### config.mk
export PLATFORM = sky130hd
export DESIGN_NAME = axis_to_uart_tx
export DESIGN_NICKNAME = d
export VERILOG_FILES = /design/src/rtl/uart_pkg.sv /design/src/rtl/uart_bit_timer.sv /design/src/rtl/axis_to_uart_tx.sv
export SDC_FILE = /design/constraint.sdc
export NUM_CORES = 1
export LEC_CHECK = 0
export ABC_CLOCK_PERIOD_IN_PS = 1650
export BUFFER_PORTS_ARGS = -buffer_cell sky130_fd_sc_hd__buf_2
export CAP_MARGIN = 30
export CELL_PAD_IN_SITES_DETAIL_PLACEMENT = 1
export CELL_PAD_IN_SITES_GLOBAL_PLACEMENT = 2
export CORE_MARGIN = 4
export CORE_UTILIZATION = 32
export DETAILED_ROUTE_END_ITERATION = 16
export GPL_TIMING_DRIVEN = 0
export PLACE_DENSITY_LB_ADDON = 0.1
export SYNTH_ARGS = -nofsm -noshare
export SYNTH_HDL_FRONTEND = slang
export SYNTH_SLANG_ARGS = --single-unit
### constraint.sdc
create_clock -name aclk -period 1.65 [get_ports aclk]
set_clock_uncertainty 0.05 [all_clocks]
set_input_delay 0.33 -clock aclk [delete_from_list [all_inputs] [get_ports aclk]]
set_output_delay 0.33 -clock aclk [all_outputs]
set_load 0.01 [all_outputs]
### src/rtl/uart_pkg.sv
`default_nettype none
// ============================================================================
//  Module      : uart_pkg
//  Description : Shared UART types, parity codes and bit-period helper used by
//                the transmitter and the matching receiver.
//  Revision    : 1.0 - initial release
// ============================================================================
package uart_pkg;

    localparam int PARITY_NONE = 0;
    localparam int PARITY_ODD  = 1;
    localparam int PARITY_EVEN = 2;

    typedef enum logic [2:0] {
        IDLE   = 3'd0,
        START  = 3'd1,
        DATA   = 3'd2,
        PARITY = 3'd3,
        STOP1  = 3'd4,
        STOP2  = 3'd5
    } tx_state_t;

    // Clock frequency is given in MHz; the result is truncated like the receiver's.
    function automatic int cycles_per_bit(input int clk_freq, input int bit_rate);
        longint l_cycles;
        l_cycles = (longint'(clk_freq) * 64'sd1_000_000) / longint'(bit_rate);
        return int'(l_cycles);
    endfunction

endpackage
`default_nettype wire

### src/rtl/uart_bit_timer.sv
`default_nettype none
// ============================================================================
//  Module      : uart_bit_timer
//  Description : Free-running bit-period counter; pulses bit_done on the last
//                cycle of every CYCLES_PER_BIT period while enabled.
//  Revision    : 1.0 - initial release
// ============================================================================
module uart_bit_timer #(
    parameter int CYCLES_PER_BIT = 868
) (
    input  logic aclk,
    input  logic areset,
    input  logic en,
    input  logic clr,
    output logic bit_done
);

    localparam int                 c_cnt_w = $clog2(CYCLES_PER_BIT) + 1;
    localparam logic [c_cnt_w-1:0] c_last  = c_cnt_w'(CYCLES_PER_BIT - 1);

    generate
        if (CYCLES_PER_BIT < 2) begin : g_bad_cycles_per_bit
            $error("uart_bit_timer: CYCLES_PER_BIT must be at least 2");
        end
    endgenerate

    logic [c_cnt_w-1:0] r_cnt;

    assign bit_done = en && (r_cnt == c_last);

    always_ff @(posedge aclk) begin
        if (areset || clr) begin
            r_cnt <= '0;
        end else if (en) begin
            if (bit_done) begin
                r_cnt <= '0;
            end else begin
                r_cnt <= r_cnt + 1'b1;
            end
        end
    end

endmodule
`default_nettype wire

### src/rtl/axis_to_uart_tx.sv
`default_nettype none
// ============================================================================
//  Module      : axis_to_uart_tx
//  Description : AXI-Stream slave to asynchronous UART transmitter (start,
//                LSB-first data, optional parity, 1 or 2 stop bits).
//  Revision    : 1.0 - initial release
// ============================================================================
module axis_to_uart_tx
    import uart_pkg::*;
#(
    parameter int CLK_FREQ      = 100,
    parameter int BIT_RATE      = 115200,
    parameter int BIT_PER_WORD  = 8,
    parameter int PARITY_BIT    = 0,
    parameter int STOP_BITS_NUM = 1
) (
    input  logic       aclk,
    input  logic       areset,
    input  logic [7:0] tdata,
    input  logic       tvalid,
    output logic       tready,
    output logic       TX,
    output logic       busy
);

    localparam int         c_cycles_per_bit = cycles_per_bit(CLK_FREQ, BIT_RATE);
    localparam logic [2:0] c_last_bit       = 3'(BIT_PER_WORD - 1);
    localparam logic [7:0] c_data_mask      = 8'((1 << BIT_PER_WORD) - 1);

    generate
        if (PARITY_BIT < PARITY_NONE || PARITY_BIT > PARITY_EVEN) begin : g_bad_parity
            $error("axis_to_uart_tx: PARITY_BIT must be 0, 1 or 2");
        end
        if (STOP_BITS_NUM != 1 && STOP_BITS_NUM != 2) begin : g_bad_stop_bits
            $error("axis_to_uart_tx: STOP_BITS_NUM must be 1 or 2");
        end
        if (BIT_PER_WORD < 5 || BIT_PER_WORD > 8) begin : g_bad_word_len
            $error("axis_to_uart_tx: BIT_PER_WORD must be in 5..8");
        end
    endgenerate

    tx_state_t  r_state;
    logic [7:0] r_shift;
    logic [2:0] r_bit_cnt;
    logic       r_parity;
    logic       r_tx;

    logic       w_handshake;
    logic       w_bit_done;
    logic [7:0] w_data;

    assign tready      = (r_state == IDLE);
    assign busy        = (r_state != IDLE);
    assign TX          = r_tx;
    assign w_handshake = tvalid && tready;
    // Unused upper bits are zeroed so they neither shift out nor affect parity.
    assign w_data      = tdata & c_data_mask;

    uart_bit_timer #(
        .CYCLES_PER_BIT (c_cycles_per_bit)
    ) u_bit_timer (
        .aclk     (aclk),
        .areset   (areset),
        .en       (busy),
        .clr      (w_handshake),
        .bit_done (w_bit_done)
    );

    // TX is decoded from the current state register, so the line trails the
    // state by one cycle; this keeps it glitch-free and every bit full length.
    always_ff @(posedge aclk) begin
        if (areset) begin
            r_state   <= IDLE;
            r_tx      <= 1'b1;
            r_shift   <= '0;
            r_bit_cnt <= '0;
            r_parity  <= 1'b0;
        end else begin
            case (r_state)
                IDLE: begin
                    r_tx <= 1'b1;
                    if (w_handshake) begin
                        r_shift   <= w_data;
                        r_parity  <= (PARITY_BIT == PARITY_ODD) ? ~(^w_data) : ^w_data;
                        r_bit_cnt <= '0;
                        r_state   <= START;
                    end
                end
                START: begin
                    r_tx <= 1'b0;
                    if (w_bit_done) begin
                        r_state <= DATA;
                    end
                end
                DATA: begin
                    r_tx <= r_shift[0];
                    if (w_bit_done) begin
                        r_shift <= {1'b0, r_shift[7:1]};
                        if (r_bit_cnt == c_last_bit) begin
                            r_bit_cnt <= '0;
                            r_state   <= (PARITY_BIT != PARITY_NONE) ? PARITY : STOP1;
                        end else begin
                            r_bit_cnt <= r_bit_cnt + 3'd1;
                        end
                    end
                end
                PARITY: begin
                    r_tx <= r_parity;
                    if (w_bit_done) begin
                        r_state <= STOP1;
                    end
                end
                STOP1: begin
                    r_tx <= 1'b1;
                    if (w_bit_done) begin
                        r_state <= (STOP_BITS_NUM == 2) ? STOP2 : IDLE;
                    end
                end
                STOP2: begin
                    r_tx <= 1'b1;
                    if (w_bit_done) begin
                        r_state <= IDLE;
                    end
                end
                default: begin
                    r_tx    <= 1'b1;
                    r_state <= IDLE;
                end
            endcase
        end
    end

endmodule
`default_nettype wire
Word-level counts from Yosys, hierarchy flattened
Cells that the tools add are included.
{"block": "op_classes", "n_addsub": 2, "n_eq_ne": 13, "mux": 16, "n_reduce_logical": 11}
{"operator": "3-bit two-way mux", "n": 9}
{"operator": "8-bit two-way mux", "n": 2}
{"operator": "8-bit case mux with 2 select lines", "n": 1}
{"operator": "3-bit case mux with 5 select lines", "n": 1}
{"operator": "11-bit by 1-bit adder with 11-bit output (second input constant)", "n": 1}
{"operator": "11-bit by 10-bit equality test with 1-bit output (second input constant)", "n": 1}
{"operator": "11-bit two-way mux", "n": 1}
{"operator": "2-bit by 1-bit != test with 1-bit output (second input constant)", "n": 5}
{"operator": "3-bit equality test (second input constant)", "n": 3}
{"operator": "8-bit parity", "n": 1}
{"operator": "3-bit by 2-bit equality test with 1-bit output (second input constant)", "n": 2}
{"operator": "3-bit case mux with 2 select lines", "n": 1}
{"operator": "6-bit AND reduction", "n": 1}
{"operator": "3-bit by 1-bit adder with 3-bit output (second input constant)", "n": 1}
{"operator": "3-bit by 1-bit equality test with 1-bit output (second input constant)", "n": 1}
{"operator": "3-bit logical NOT", "n": 1}
{"operator": "1-bit case mux with 3 select lines", "n": 1}
{"operator": "3-bit AND reduction", "n": 1}
{"operator": "3-bit nonzero test", "n": 1}
{"operator": "1-bit logical AND", "n": 2}
{"operator": "2-bit != test (second input constant)", "n": 1}
{"operator": "2-bit AND reduction", "n": 1}
{"operator": "2-bit nonzero test", "n": 1}
{"operator": "2-bit OR reduction", "n": 1}
{"operator": "1-bit logical OR", "n": 1}
{"block": "word_totals", "register_bits": 27, "inputBits": 11, "output_inout_bits": 3}

Logic depth before layout (Yosys ltp)
Gate-level depths: netlist of the first run.
{"block": "depth", "depth_word": 4, "depth_mapped": 6, "depth_no_buf": 5}

Hierarchy
Synthesis of the first run repeated with hierarchy kept, for this count alone.
{"block": "unflattened", "hier_cells": 158, "hier_area_um2": 1347.5}
{"module": "axis_to_uart_tx", "instances": 1, "cells_each": 99, "area_per_inst_um2": 824.5, "seq_area_each_um2": 320.3}
{"module": "uart_bit_timer", "instances": 1, "cells_each": 59, "area_per_inst_um2": 523.0, "seq_area_each_um2": 220.2}

Worst setup path before layout of the first run
Ideal clock, no wire load.
{"block": "synth_path", "path_type": "reg2reg", "startpoint": "register u_bit_timer.r_cnt[0]", "endpoint": "register r_shift[3]", "setup_time_ns": 0.137, "t_arrival_ns": 1.502, "t_required_ns": 1.463, "slack_ns": -0.039, "path_stages_with_launch": 7, "n_path_buf": 1, "path_cell_list": "dfxtp_1 -> ha_1 -> nor4b_4 -> nand4b_2 -> buf_2 -> a221oi_1 -> a211oi_2"}
{"block": "synth_between", "elab_chain_cells": 4}
{"element": "from (decl)", "line": "uart_bit_timer.sv:27", "text": "logic [c_cnt_w-1:0] r_cnt;"}
{"element": "from (signal assigned)", "line": "uart_bit_timer.sv:38", "text": "r_cnt <= r_cnt + 1'b1;"}
{"element": "11-bit by 10-bit equality test with 1-bit output", "line": "uart_bit_timer.sv:29", "text": "assign bit_done = en && (r_cnt == c_last);"}
{"element": "1-bit logical AND", "line": "uart_bit_timer.sv:29"}
{"element": "2-bit by 1-bit != test with 1-bit output (no line)"}
{"element": "3-bit AND reduction (no line)"}
{"element": "to (signal assigned)", "line": "axis_to_uart_tx.sv:83", "text": "r_shift <= w_data;"}
{"element": "to (signal assigned)", "line": "axis_to_uart_tx.sv:98", "text": "r_shift <= {1'b0, r_shift[7:1]};"}
{"element": "to (decl)", "line": "axis_to_uart_tx.sv:43", "text": "logic [7:0] r_shift;"}
Every way passes these cells.
A chain may end at the register's enable or synchronous reset.

Worst setup path after layout of the first run
{"block": "layout_path", "startpoint": "register u_bit_timer.r_cnt[0]", "endpoint": "register r_shift[5]"}
The elaborated chain is that of the path after synthesis.

==> results.yml, run 1 <==
job:
  maxCapViolCount: 0
route:
  dr.pass1.iters: 4
  drc: 0
  wl_um: 3950
  num_vias: 1261
  detail-route-antenna-nets: 0
  wire_per_inst_um: 16.2
  drt-initial-drc-count: 64
  via_per_inst: 5.17
sta:
  setup_violations: 12
  fmax_mhz: 579
  fin_crit_sh: 1.05
  min_period_ps: 1730
  layout_setup_ws_ps: -76.6
  hold_viol: 0
  rsz0062_at_grt: "yes"
  slew_violations: 0
  relSlewSlack: 0.534
  worst_pin_slew_ps: 698
yosys:
  synth.avg_cell_area_sq_um: 9.15
  synth-main-ff-cell: "dfxtp_1"
  yosysTopAreaCell: "dfxtp_1"
  synth_edf_count: 0
  syn_nets: 168
  netlist_area_sq_mm: 0.00141
  synth_seq_area_share: 0.384
  yosysMostFrequentCell: "dfxtp_1"
  async_reset_ff_frac: 0
  synthDistinctLibCells: 42
  synth-seq-cells: 27
  synth_warnings: 0
  ys_top_cells_by_count: "dfxtp_1 (27), nor2_1 (14), xnor2_1 (14)"
  synth_top_cell_area_share: 0.384
  yosys-top-cells-area: "dfxtp_1 (38%), xnor2_1 (8.7%), a221oi_1 (4.4%)"
  synthCells: 154
final_layout:
  syn2layout_area_growth_pct: 39.7
  fin_nets: 209
  fill_cells: 479
  layout.cells.non_filler: 244
  diodes: 0
  regArea_sq_um: 548
  multi_input_area_sq_um: 918
  fin_area_sq_mm: 0.00197
  drive_gt1_frac: 0.397
  final_util: 0.478
placed_design:
  gp_congestion: 0.750
  numPortBuffers: 13
  place_ws_ps: -292
  post-dp-hpwl_um: 2500
  dp.cells: 217
  place_area_sq_mm: 0.00154
setup_path:
  crit_type: "register to register"
  crit_family: "simple AND/OR/NAND/NOR gates"
  crit_fanout: 6
  start_kind: "register"
  cpPeakStageDelay_ps: 370
  crit_chain: "ha_4 > nor4b_4 > buf_4 > nand4b_4 > buf_6 > a221oi_2 > a211oi_2"
  critPathSlowestCell: "dfxtp_4"
  worstPathRequired_ps: 1740
  path_depth: 7
  path_buf_inv: 2
  crit_path_end_kind: "register"
  rr_worst_depth: 7
  cp.arrival_ps: 1820
power:
  leakage_nw: 0.760
  p_comb_frac: 0.188
  swShare: 0.270
  seqPwrFrac: 0.522
  finalPower_mw: 1.34
  power_density_mw_per_mm2: 679
  intPower_mw: 0.976
  vdd_drop_max_v: 0.000275
  clkPwrFrac: 0.290
  p_switching_mw: 0.362
die:
  die_h_um: 74.4
  ios: 14
  rows: 23
  start_util: 0.342
  dieArea_sq_mm: 0.00553
  die_width_um: 74.4
  coreArea_sq_mm: 0.00412
cts:
  holdBufCountCts: 0
  cts_tree: "built"
  cts_buffers: 3
  root_buffer: "clkbuf_8"
  clock_path_buffers: 2
  clock_latency_ps: 270
  h-tree-depth: 1
  clock-sinks: 27
  cts.clk_slew.worst_paths_ps: 100
grt:
  grt_max_degree: 15
  overflow: 0
  grt_usage: 0.152
  antenna_found_initial: 0
  grt_pass1_vias: 1312
  grt_pass1_wl_um: 6520
min_path:
  holdPathStages: 2
  hp-class: "input port to register"
run_status:
  violations: "negative setup slack"
  status: "finished, violations left"
-- logic make-up (layout without fill, tap and decap cells) --
family | after synthesis | count (layout) | share of synthesized area
flops | 27 | 27 | 0.384
fa+ha+maj | 3 | 3 | 0.0266
simple gates | 55 | 55 | 0.247
xor+xnor | 17 | 17 | 0.106
buf+inv | 21 | 61 | 0.0675
compound gates | 31 | 31 | 0.170
-- flip-flops by register name (all words and copies together), names as in the netlist --
signal / cells
r_parity: 1
r_shift: 8
r_state: 3
TX: 1
r_bit_cnt: 3
u_bit_timer.r_cnt: 11
-- metal layers --
layer  GRT usage  share of wire  vias to the layer above
li1            -              -                      624
met1       0.211           0.48                      625
met2       0.246           0.49                        8
met3      0.0203          0.016                        4
met4      0.0474          0.011                        0
met5           0              0                        -
-- path summary, 6_finish.rpt --
check / endpoint / slack (ps) / startpoint
setup / recovery: r_shift[5]$_SDFFE_PP0P_ / -80 / u_bit_timer.r_cnt[0]$_SDFFE_PP0P_
hold / removal: r_shift[1]$_SDFFE_PP0P_ / 280 / areset
setup reg to reg: r_shift[5]$_SDFFE_PP0P_ / -80 / u_bit_timer.r_cnt[0]$_SDFFE_PP0P_
hold reg to reg: r_bit_cnt[2]$_SDFFE_PP0P_ / 430 / r_bit_cnt[2]$_SDFFE_PP0P_
-- metrics by stage --
stage	TNS (ps)	hold slack, ps
final	-681	283
after global routing	-2300	283
after CTS	-647	258
after detailed placement	-4070	412
after global placement	-3990	404
after floorplan	0	352
-- repair_timing --
item / in CTS / in global routing
pin swaps: 10 / 4
cloned: 1 / 1
resized for setup: 30 / 16
buffers inserted: 19 / 5
endpoints found under the setup margin: 25 / 26
-- worst register-to-register path, cell delays in order, from the launching register on --
cell and delay [ps]:
dfxtp_4 370, ha_4 130, nor4b_4 220, buf_4 170
nand4b_4 160, buf_6 190, a221oi_2 230, a211oi_2 60
-- power by group through the flow --
stage | Combinational, mW | Sequential, mW | Clock (mW)
detailed placement | 0.178 | 0.708 | 0
CTS | 0.219 | 0.694 | 0.401
global placement | 0.174 | 0.707 | 0
floorplan | 0.127 | 0.704 | 0
finish | 0.252 | 0.697 | 0.388
global route | 0.278 | 0.700 | 0.416
-- cell usage in the layout (no fill, tap or decap), types with 2 or more instances in the layout --
| master | instances |
|---|---|
| buf_6 | 10 |
| or2_0 | 2 |
| buf_4 | 20 |
| nor2_1 | 14 |
| ha_1 | 2 |
| a211oi_2 | 6 |
| nand4_1 | 2 |
| nor2b_1 | 3 |
| nand3_1 | 5 |
| a21oi_1 | 7 |
| inv_1 | 11 |
| nor4_1 | 2 |
| buf_2 | 12 |
| and2b_1 | 4 |
| dfxtp_1 | 23 |
| a221oi_2 | 4 |
| xnor2_1 | 14 |
| dfxtp_2 | 3 |
| nor3_1 | 3 |
| xor2_1 | 3 |
| clkbuf_8 | 3 |
| a221oi_4 | 3 |
| a31oi_1 | 2 |
| nand2_1 | 6 |
| and3_1 | 2 |
| clkbuf_1 | 2 |
-- area by class of cell --
cell class              instances  share of cell area
inverters                      12              0.0229
plain buffers                   7              0.0343
clock buffers                   4              0.0229
flip-flops and latches         27               0.278
well taps                      50              0.0318
repair buffers                 38               0.143
multi-input cells             106               0.467
No activity file was read; power rests on OpenSTA's default activity.
==> run 2: changes to the inputs <==
- ABC_AREA: default -> 1
- CORE_UTILIZATION: 32 -> 29
- PLACE_DENSITY_LB_ADDON: 0.1 -> 0.12
- RECOVER_POWER: default -> 25
==> run 2 against run 1 <==
The flow now finishes without violations. Clock power about the same. Critical path depth down 3. Die area grew 24%. Highest routed layer unchanged.
==> results.yml, run 2 <==
sta:
  rsz0062_at_grt: "no"
  fmax_mhz: 651
  min_period_ps: 1540
  setup_violations: 0
  hold_viol: 0
  slew_violations: 0
  worst_pin_slew_ps: 519
  hold_slack_ps: 171
  fin_crit_sh: 0.931
  layout_setup_ws_ps: 114
  relSlewSlack: 0.654
placed_design:
  gp_congestion: 0.699
  numPortBuffers: 13
  dp.cells: 337
  place_ws_ps: -48.5
  post-dp-hpwl_um: 2940
yosys:
  synth-simple-area-share: 0.460
  netlist_area_sq_mm: 0.00162
  synth_warnings: 0
  synth_top_family_by_area: "simple AND/OR/NAND/NOR gates"
  synth_compound_area_frac: 0.0409
  synth_xor_area_frac: 0.0432
  synth_top_cell_area_share: 0.333
  yosysMostFrequentCell: "nand2_1"
  synth.area.mux_share: 0
  yosysTopAreaCell: "dfxtp_1"
  syn_nets: 268
  synth-main-ff-cell: "dfxtp_1"
  synth-seq-cells: 27
  synth.avg_cell_area_sq_um: 6.38
  synthDistinctLibCells: 27
  yosys-top-cells-area: "dfxtp_1 (33%), nand2_1 (21%), nor2_1 (9.5%)"
  async_reset_ff_frac: 0
  synth_seq_area_share: 0.333
  synth_edf_count: 0
  yosys.area_share.adder: 0.0231
  ys_top_cells_by_count: "nand2_1 (92), nor2_1 (41), inv_1 (29)"
  synthCells: 254
setup_path:
  worstPathRequired_ps: 1270
  rrSetupSlack_ps: 140
  cp.arrival_ps: 1160
  start_kind: "register"
  crit_type: "register to output port"
  crit_path_end_kind: "output port"
  crit_fanout: 10
final_layout:
  largest_register: "u_bit_timer.r_cnt"
  largest_register_ffs: 11
  fill_cells: 719
  mostFrequentLayoutCells: "nand2_1 (92), nor2_1 (41), inv_1 (29), dfxtp_1 (25), buf_2 (12)"
  largestRegisters: "u_bit_timer.r_cnt (11), r_shift (8)"
  diodes: 0
  syn2layout_area_growth_pct: 14.3
  final_common_cell: "nand2_1"
  fin_nets: 287
  drive_gt1_frac: 0.151
  layout.cells.non_filler: 342
  final_util: 0.352
power:
  seqPwrFrac: 0.347
  swShare: 0.447
  clkPwrFrac: 0.146
  leakage_nw: 0.877
  p_switching_mw: 1.19
  intPower_mw: 1.48
  finalPower_mw: 2.67
  power_density_mw_per_mm2: 1440
  p_comb_frac: 0.507
  vdd_drop_max_v: 0.000707
route:
  wl_um: 3840
  via_per_inst: 4.27
  drc: 0
  wire_per_inst_um: 11.2
  dr.pass1.iters: 2
  num_vias: 1462
  detail-route-antenna-nets: 0
  drt-initial-drc-count: 56
die:
  ios: 14
  die_h_um: 82.8
  rows: 26
  coreArea_sq_mm: 0.00527
  die_width_um: 82.8
  start_util: 0.308
  dieArea_sq_mm: 0.00685
grt:
  overflow: 0
  grt_pass1_vias: 1421
  grt_usage: 0.125
  grt_max_degree: 15
  antenna_found_initial: 0
  grt_pass1_wl_um: 6550
cts:
  clock_latency_ps: 270
  cts_tree: "built"
  cts_buffers: 3
  root_buffer: "clkbuf_8"
  clock_path_buffers: 2
  h-tree-depth: 1
  cts.clk_slew.worst_paths_ps: 100
  clock-sinks: 27
run_status:
  status: "complete, no violations"
min_path:
  hp-class: "input port to register"
job:
  maxCapViolCount: 0
run 2: changes by cell type after synthesis, sizes merged, moves of 4 or more:
| cell | delta |
|---|---|
| a211oi | -7 |
| a221oi | -7 |
| and2b | -4 |
| inv | +22 |
| nand2 | +92 |
| nor2 | +31 |
| xnor2 | -10 |
run 2: critical path: stages (launching register included):
cell	delay, ps
dfxtp_1	350
nor2_4	150
nand2_2	90
buf_6	150
buf_2	140
run 2: metrics by stage:
step / TNS [ps] / area (sq um)
CTS: 0 / 1830
floorplan: 0 / 1620
global placement: -176 / 1770
detailed placement: -139 / 1770
global route: 0 / 1850
finish: 0 / 1850
run 2: final timing paths:
kind                                                         from                         to  depth (start not counted)
worst max-delay path                      r_state[0]$_SDFFE_PP0P_                       busy                          4
worst min register to register              r_parity$_SDFFE_PP0P_      r_parity$_SDFFE_PP0P_                          2
worst min-delay path                                       areset    r_shift[7]$_SDFFE_PP0P_                          2
worst max register to register  u_bit_timer.r_cnt[0]$_SDFFE_PP0P_  r_bit_cnt[1]$_SDFFE_PP0P_                          7
run 2: logic make-up after synthesis:
logic type,Yosys count
AOI/OAI and AO/OA,11
xor gates and xnor gates,8
adders and majority gates,3
buffers and inverters,38
DFF,27
and+or+nand+nor,167
run 2: layout make-up:
type | count | area [sq um] | share of cell area
Multi-Input combinational cell | 189 | 942 | 0.508
Sequential cell | 27 | 543 | 0.293
Inverter | 34 | 130 | 0.0702
Tap cell | 70 | 87.6 | 0.0473
Timing Repair Buffer | 14 | 71.3 | 0.0385
Clock buffer | 4 | 45.0 | 0.0243
Buffer | 4 | 33.8 | 0.0182
run 2: timing repair:
item	CTS	global route
hold buffers	0	0
setup endpoints to repair	7	8
resized for setup	2	6
buffers inserted	0	1
pin swaps	0	1
run 2: layer usage:
metal	GRT usage	wire length [um]	vias to the layer above
li1	-	-	807
met1	0.179	2100	643
met2	0.192	1640	7
met3	0.0194	63	5
met4	0.0392	46	0
met5	0	0	-
run 2: power groups by stage:
| stage | registers, mW | clock network (mW) | logic (mW) |
|---|---|---|---|
| final | 0.925 | 0.390 | 1.35 |
| after global placement | 0.913 | 0 | 1.34 |
| after global routing | 0.953 | 0.462 | 1.57 |
| after CTS | 0.911 | 0.429 | 1.35 |
| after detailed placement | 0.918 | 0 | 1.34 |
| after floorplan | 0.897 | 0 | 1.02 |
